### src/rtl/u22_char_if.sv
// u22_char_if: bus between the u22_char characteriser and its controller / gate under test.
// Optional compare signals exist only when U22_CHAR_CHECK_EN is defined.
interface u22_char_if #(
    parameter int unsigned NPINS = 6
) ();
    logic               wr_en;
    logic [2:0]         wr_pin;
    logic [2:0]         wr_data;
    logic               start;
    logic               busy;
    logic               done;
    logic [3:0]         func1;
    logic [3:0]         func2;
    logic [3*NPINS-1:0] dut_wiring;
    logic [1:0]         dut_in;
    logic [1:0]         dut_out;
`ifdef U22_CHAR_CHECK_EN
    logic [3:0]         exp_func1;
    logic [3:0]         exp_func2;
    logic               match;

    modport master (
        output wr_en, wr_pin, wr_data, start, dut_out, exp_func1, exp_func2,
        input  busy, done, func1, func2, dut_wiring, dut_in, match
    );
    modport slave (
        input  wr_en, wr_pin, wr_data, start, dut_out, exp_func1, exp_func2,
        output busy, done, func1, func2, dut_wiring, dut_in, match
    );
`else
    modport master (
        output wr_en, wr_pin, wr_data, start, dut_out,
        input  busy, done, func1, func2, dut_wiring, dut_in
    );
    modport slave (
        input  wr_en, wr_pin, wr_data, start, dut_out,
        output busy, done, func1, func2, dut_wiring, dut_in
    );
`endif
endinterface

### src/rtl/u22_char.sv
// u22_char: wiring-to-function characteriser for the 2-input/2-output universal gate.
// Holds a per-pin wiring word, sweeps the gate inputs through 00..11 and assembles the two
// output truth tables. Optional expected-value compare is enabled by U22_CHAR_CHECK_EN.
module u22_char #(
    parameter int unsigned SETTLE = 2,
    parameter int unsigned NPINS  = 6
) (
    input  logic      clk,
    input  logic      rst_n,
    u22_char_if.slave bus
);
    typedef enum logic [1:0] {StIdle, StRun, StDone} state_e;

    state_e             r_state;
    state_e             w_state_nxt;
    logic [3*NPINS-1:0] r_wiring;
    logic [1:0]         r_vec;
    logic [3:0]         r_cnt;
    logic [3:0]         r_sh1;
    logic [3:0]         r_sh2;
    logic [3:0]         r_func1;
    logic [3:0]         r_func2;
    logic               w_start_ok;
    logic               w_sample;
    logic               w_last;

    // A start that coincides with a write is dropped so the wiring is stable before the run.
    assign w_start_ok = (r_state == StIdle) && bus.start && !bus.wr_en;
    assign w_sample   = (r_state == StRun) && (r_cnt == 4'(SETTLE - 1));
    assign w_last     = w_sample && (r_vec == 2'd3);

    // State register.
    always_ff @(posedge clk or negedge rst_n) begin
        if (!rst_n) begin
            r_state <= StIdle;
        end else begin
            r_state <= w_state_nxt;
        end
    end

    // Next-state logic.
    always_comb begin
        w_state_nxt = r_state;
        unique case (r_state)
            StIdle:  if (w_start_ok) w_state_nxt = StRun;
            StRun:   if (w_last) w_state_nxt = StDone;
            StDone:  w_state_nxt = StIdle;
            default: w_state_nxt = StIdle;
        endcase
    end

    // Wiring word: per-pin writes accepted only while idle; out-of-range pins fall through.
    always_ff @(posedge clk or negedge rst_n) begin
        if (!rst_n) begin
            r_wiring <= '0;
        end else if ((r_state == StIdle) && bus.wr_en) begin
            for (int p = 0; p < int'(NPINS); p++) begin
                if (bus.wr_pin == 3'(p)) begin
                    r_wiring[3*p +: 3] <= bus.wr_data;
                end
            end
        end
    end

    // Sweep counters and shadow truth tables.
    always_ff @(posedge clk or negedge rst_n) begin
        if (!rst_n) begin
            r_vec <= 2'd0;
            r_cnt <= 4'd0;
            r_sh1 <= 4'd0;
            r_sh2 <= 4'd0;
        end else if (w_start_ok) begin
            r_vec <= 2'd0;
            r_cnt <= 4'd0;
        end else if (r_state == StRun) begin
            if (w_sample) begin
                r_cnt        <= 4'd0;
                r_vec        <= r_vec + 2'd1;
                r_sh1[r_vec] <= bus.dut_out[1];
                r_sh2[r_vec] <= bus.dut_out[0];
            end else begin
                r_cnt <= r_cnt + 4'd1;
            end
        end
    end

    // Results load with the final sample so they are valid in the done cycle.
    always_ff @(posedge clk or negedge rst_n) begin
        if (!rst_n) begin
            r_func1 <= 4'd0;
            r_func2 <= 4'd0;
        end else if (w_last) begin
            r_func1 <= {bus.dut_out[1], r_sh1[2:0]};
            r_func2 <= {bus.dut_out[0], r_sh2[2:0]};
        end
    end

`ifdef U22_CHAR_CHECK_EN
    logic r_match;
    logic w_match;

    assign w_match = (r_sh1 == bus.exp_func1) && (r_sh2 == bus.exp_func2);

    // Compare result captured from the done cycle and held until the next one.
    always_ff @(posedge clk or negedge rst_n) begin
        if (!rst_n) begin
            r_match <= 1'b0;
        end else if (r_state == StDone) begin
            r_match <= w_match;
        end
    end
`endif

    // Outputs decoded from state and registers.
    always_comb begin
        bus.busy       = (r_state == StRun);
        bus.done       = (r_state == StDone);
        bus.dut_in     = (r_state == StRun) ? r_vec : 2'b00;
        bus.func1      = r_func1;
        bus.func2      = r_func2;
        bus.dut_wiring = r_wiring;
`ifdef U22_CHAR_CHECK_EN
        // Live compare during done so match is valid alongside the done pulse.
        bus.match      = (r_state == StDone) ? w_match : r_match;
`endif
    end
endmodule

### src/flat_wrapper.sv
// flat-port wrapper written by rule: the top's interface ports become plain ports
module u22_char_flat 
#(
    parameter int unsigned SETTLE = 2,
    parameter int unsigned NPINS  = 6
)
  (clk, rst_n, bus_wr_en, bus_wr_pin, bus_wr_data, bus_start, bus_dut_out, bus_busy, bus_done, bus_func1, bus_func2, bus_dut_wiring, bus_dut_in);
  u22_char_if #(.NPINS(NPINS)) bus_i ();
  input  logic clk;
  input  logic rst_n;
  input wire logic [$bits(bus_i.wr_en)-1:0] bus_wr_en;
  input wire logic [$bits(bus_i.wr_pin)-1:0] bus_wr_pin;
  input wire logic [$bits(bus_i.wr_data)-1:0] bus_wr_data;
  input wire logic [$bits(bus_i.start)-1:0] bus_start;
  input wire logic [$bits(bus_i.dut_out)-1:0] bus_dut_out;
  output wire logic [$bits(bus_i.busy)-1:0] bus_busy;
  output wire logic [$bits(bus_i.done)-1:0] bus_done;
  output wire logic [$bits(bus_i.func1)-1:0] bus_func1;
  output wire logic [$bits(bus_i.func2)-1:0] bus_func2;
  output wire logic [$bits(bus_i.dut_wiring)-1:0] bus_dut_wiring;
  output wire logic [$bits(bus_i.dut_in)-1:0] bus_dut_in;
  assign bus_i.wr_en = bus_wr_en;
  assign bus_i.wr_pin = bus_wr_pin;
  assign bus_i.wr_data = bus_wr_data;
  assign bus_i.start = bus_start;
  assign bus_i.dut_out = bus_dut_out;
  assign bus_busy = bus_i.busy;
  assign bus_done = bus_i.done;
  assign bus_func1 = bus_i.func1;
  assign bus_func2 = bus_i.func2;
  assign bus_dut_wiring = bus_i.dut_wiring;
  assign bus_dut_in = bus_i.dut_in;
  u22_char #(.SETTLE(SETTLE), .NPINS(NPINS)) u_core (.clk(clk), .rst_n(rst_n), .bus(bus_i));
endmodule
### config.mk
export PLATFORM = sky130hd
export DESIGN_NAME = u22_char_flat
export DESIGN_NICKNAME = d
export VERILOG_FILES = /design/src/rtl/u22_char_if.sv /design/src/rtl/u22_char.sv /design/src/flat_wrapper.sv
export SDC_FILE = /design/constraint.sdc
export NUM_CORES = 1
export LEC_CHECK = 0
export ABC_AREA = 1
export ABC_CLOCK_PERIOD_IN_PS = 2200
export CORE_ASPECT_RATIO = 2
export CORE_UTILIZATION = 42
export CTS_CLUSTER_SIZE = 20
export DETAILED_ROUTE_END_ITERATION = 10
export PLACE_DENSITY = 0.69
export SLEW_MARGIN = 30
export SYNTH_ARGS = -nofsm -noshare
export SYNTH_HDL_FRONTEND = slang
export SYNTH_SLANG_ARGS = --single-unit
### constraint.sdc
create_clock -name clk -period 2.2 [get_ports clk]
set_input_delay 0.22 -clock clk [delete_from_list [all_inputs] [get_ports clk]]
set_output_delay 0.22 -clock clk [all_outputs]
set_load 0.01 [all_outputs]
==> run summary <==
post-synth top area share -> 53.40%
Startpoint Class -> flip-flop
final slew viol count -> 0
most common cell after layout, fill and taps aside -> nand2_1
CTS tree -> done
cell count after synthesis -> 212
Max Cap Viol -> 0
Synth Area in Simple Gates -> 36.85%
cell accounting for the most synthesized area -> dfrtp_1
mux cell area share after synthesis -> 0%
FP Rows -> 34
CTS Buffer Depth -> 2
Worst Skew -> 0.001849 ns
pin count of the biggest net entering global routing -> 41
Hold Buf Count CTS -> 0
Worst R2R Path Depth -> 7
post-route minimum period -> 1.784 ns
Critical Path Sink Type -> output pin
post-CTS setup buffer count -> 0
# IOs -> 42
Area Growth Syn to Fin -> 29.11%
worst r2r src -> u_core.r_cnt[1]
clock root cell -> clkbuf_8
drt first pass iters -> 4
Wirelength per Cell -> 12.53 µm
Compound-Gate Fraction of Synth Area -> 1.335%
post-DP HPWL -> 2984 µm
actual slew at the worst max-slew pin -> 0.5526 ns
clock latency on the worst-skew pair -> 0.28 ns
initial antenna violation count -> 0
CTS sink count -> 40
Die Ht -> 96.47 µm
Max Clk Rate -> 560.6 MHz
Post-Syn Nets -> 230
Synth Area in Adders -> 4.005%
number of global-route vias before repair -> 1553
PostCTS Resize Cnt -> 0
sequential-to-total area share from yosys stat -> 53.40%
Area contributors post-synth -> dfrtp_1 53%, nand2_1 18%, nand4_1 6.0%
CTS H-tree depth -> 2
Post-Syn Area -> 0.001874 mm²
die area -> 0.004750 mm²
port buffer count -> 41
Rel. slew slack -> 63.02%
Yosys reg bits -> 40
Routed WL -> 3921 µm
CORE AREA -> 0.004297 mm²
Peak VDD IR -> 0.8258 mV
CP Data Arrival Time -> 1.56 ns
CP Max Fanout -> 7
# setup viols final -> 0
Mean Syn Cell Area -> 8.841 µm²
status -> complete, no violations
Fin Setup TNS -> 0 ns
kind of critical path -> reg2out
most frequent cells in the layout -> 88 x nand2_1, 40 x clkdlybuf4s50_1, 40 x dfrtp_1
RD Place Congestion -> 0.7892
crit path launch -> u_core.r_state[1]
pwr dens -> 1260 mW/mm²
Post-Synth XOR/XNOR Area -> 0%
clk slew on worst S/H paths -> 0.07 ns
Warnings, synthesis -> 0
overall power -> 3.050 mW
largest family of logic cells by synthesized area -> simple AND/OR/NAND/NOR gates
Remaining DRCs -> 0
diodes inserted -> 0
CTS buffer count -> 5
share of cells above drive strength 1 -> 11.97%
Congestion Overflow GR -> 0
Final ANT Viol Nets -> 0
routed vias/inst -> 4.994
NumNets Final -> 276
Req. time, crit path -> 1.98 ns
Min-Delay Path Class -> in2async
Vias -> 1563
crit share post-route -> 81.08%
first-pass GRT wire length -> 6713 µm
Initial Utilization -> 43.62%
Die Width -> 49.24 µm
Cell variety after synth -> 16
static leakage -> 1.170 nW
Initial DRC Count -> 29
GRT Total Usage -> 19.02%
Final Hold Violating Endpoints -> 0
RSZ-0062 raised after global routing -> no
## registers in the layout, summed over array words and instances, names as in the netlist
register / cells
u_core.r_sh1: 3
u_core.bus.dut_wiring: 18
u_core.r_state: 2
u_core.r_vec: 2
u_core.bus.func2: 4
u_core.r_sh2: 3
u_core.bus.func1: 4
u_core.r_cnt: 4
## through the flow
step	setup WS, ns	util [%]	cell area [µm²]	hold WS, ns	instances
3_3_place_gp	0.5848	53.93	2317	0.3933	304
3_5_place_dp	0.5563	53.93	2317	0.3906	304
2_1_floorplan	0.9829	-	1874	-0.07559	212
5_1_grt	0.3150	56.32	2420	0.4805	313
6_report	0.4162	56.32	2420	0.4413	313
4_1_cts	0.3849	56.03	2407	0.07710	312
## worst max-delay path, stage by stage, from the launching register on
cell and delay [ns]:
dfrtp_1 0.43, inv_2 0.08, nand2_2 0.12, nor2_1 0.12, clkdlybuf4s50_1 0.54
## cell families (layout without fill, tap and decap cells)
group / Yosys count / count (layout)
flops: 40 / 40
simple gates: 144 / 144
compound gates: 5 / 5
buf+inv: 17 / 64
fa+ha+maj: 6 / 6
## per-layer routing
| metal | share of wire (%) | wire length [µm] | track usage, % | vias up |
|---|---|---|---|---|
| li1 | - | - | - | 779 |
| met1 | 38 | 1501 | 17.80 | 735 |
| met2 | 55 | 2160 | 37.21 | 40 |
| met3 | 3.6 | 143 | 3.756 | 9 |
| met4 | 3.0 | 116 | 10.78 | 0 |
| met5 | 0 | 0 | 0 | - |
## worst paths after layout
kind	slack (ns)	endpoint
max in group asynchronous	1.41	u_core.bus.dut_wiring[9]
setup reg to reg	0.71	u_core.bus.func1[2]
min in group clk	0.47	u_core.r_sh1[2]
setup / recovery	0.42	bus_dut_in[1]
hold reg to reg	0.47	u_core.r_sh1[2]
hold / removal	0.44	u_core.bus.dut_wiring[5]
## cell usage after synthesis
cell,count
nor2_4,4
inv_2,6
ha_1,6
dfrtp_1,40
nand2_1,88
nand2_2,5
nor2_2,3
clkinv_1,1
nand3_2,6
nor2_1,6
o21ai_1,5
buf_4,1
inv_1,7
nand3_1,14
buf_6,2
nand4_1,18
## report_power, final
group          leakage, nW  internal (mW)  total (mW)  switching [mW]
registers            0.496           1.06        1.26           0.205
clock network       0.0455          0.256       0.485           0.229
logic                0.628          0.648        1.30           0.655
total                 1.17           1.96        3.05            1.09
## final cells by class
| type | count | area, µm² |
|---|---|---|
| Fill cell | 423 | 1877 |
| Sequential cell | 40 | 1001 |
| Tap cell | 54 | 67.56 |
| Clock buffer | 8 | 90.09 |
| Inverter | 14 | 52.55 |
| Multi-Input combinational cell | 155 | 790.8 |
| Timing Repair Buffer | 42 | 417.9 |
Power figures use the tool's default switching activity.
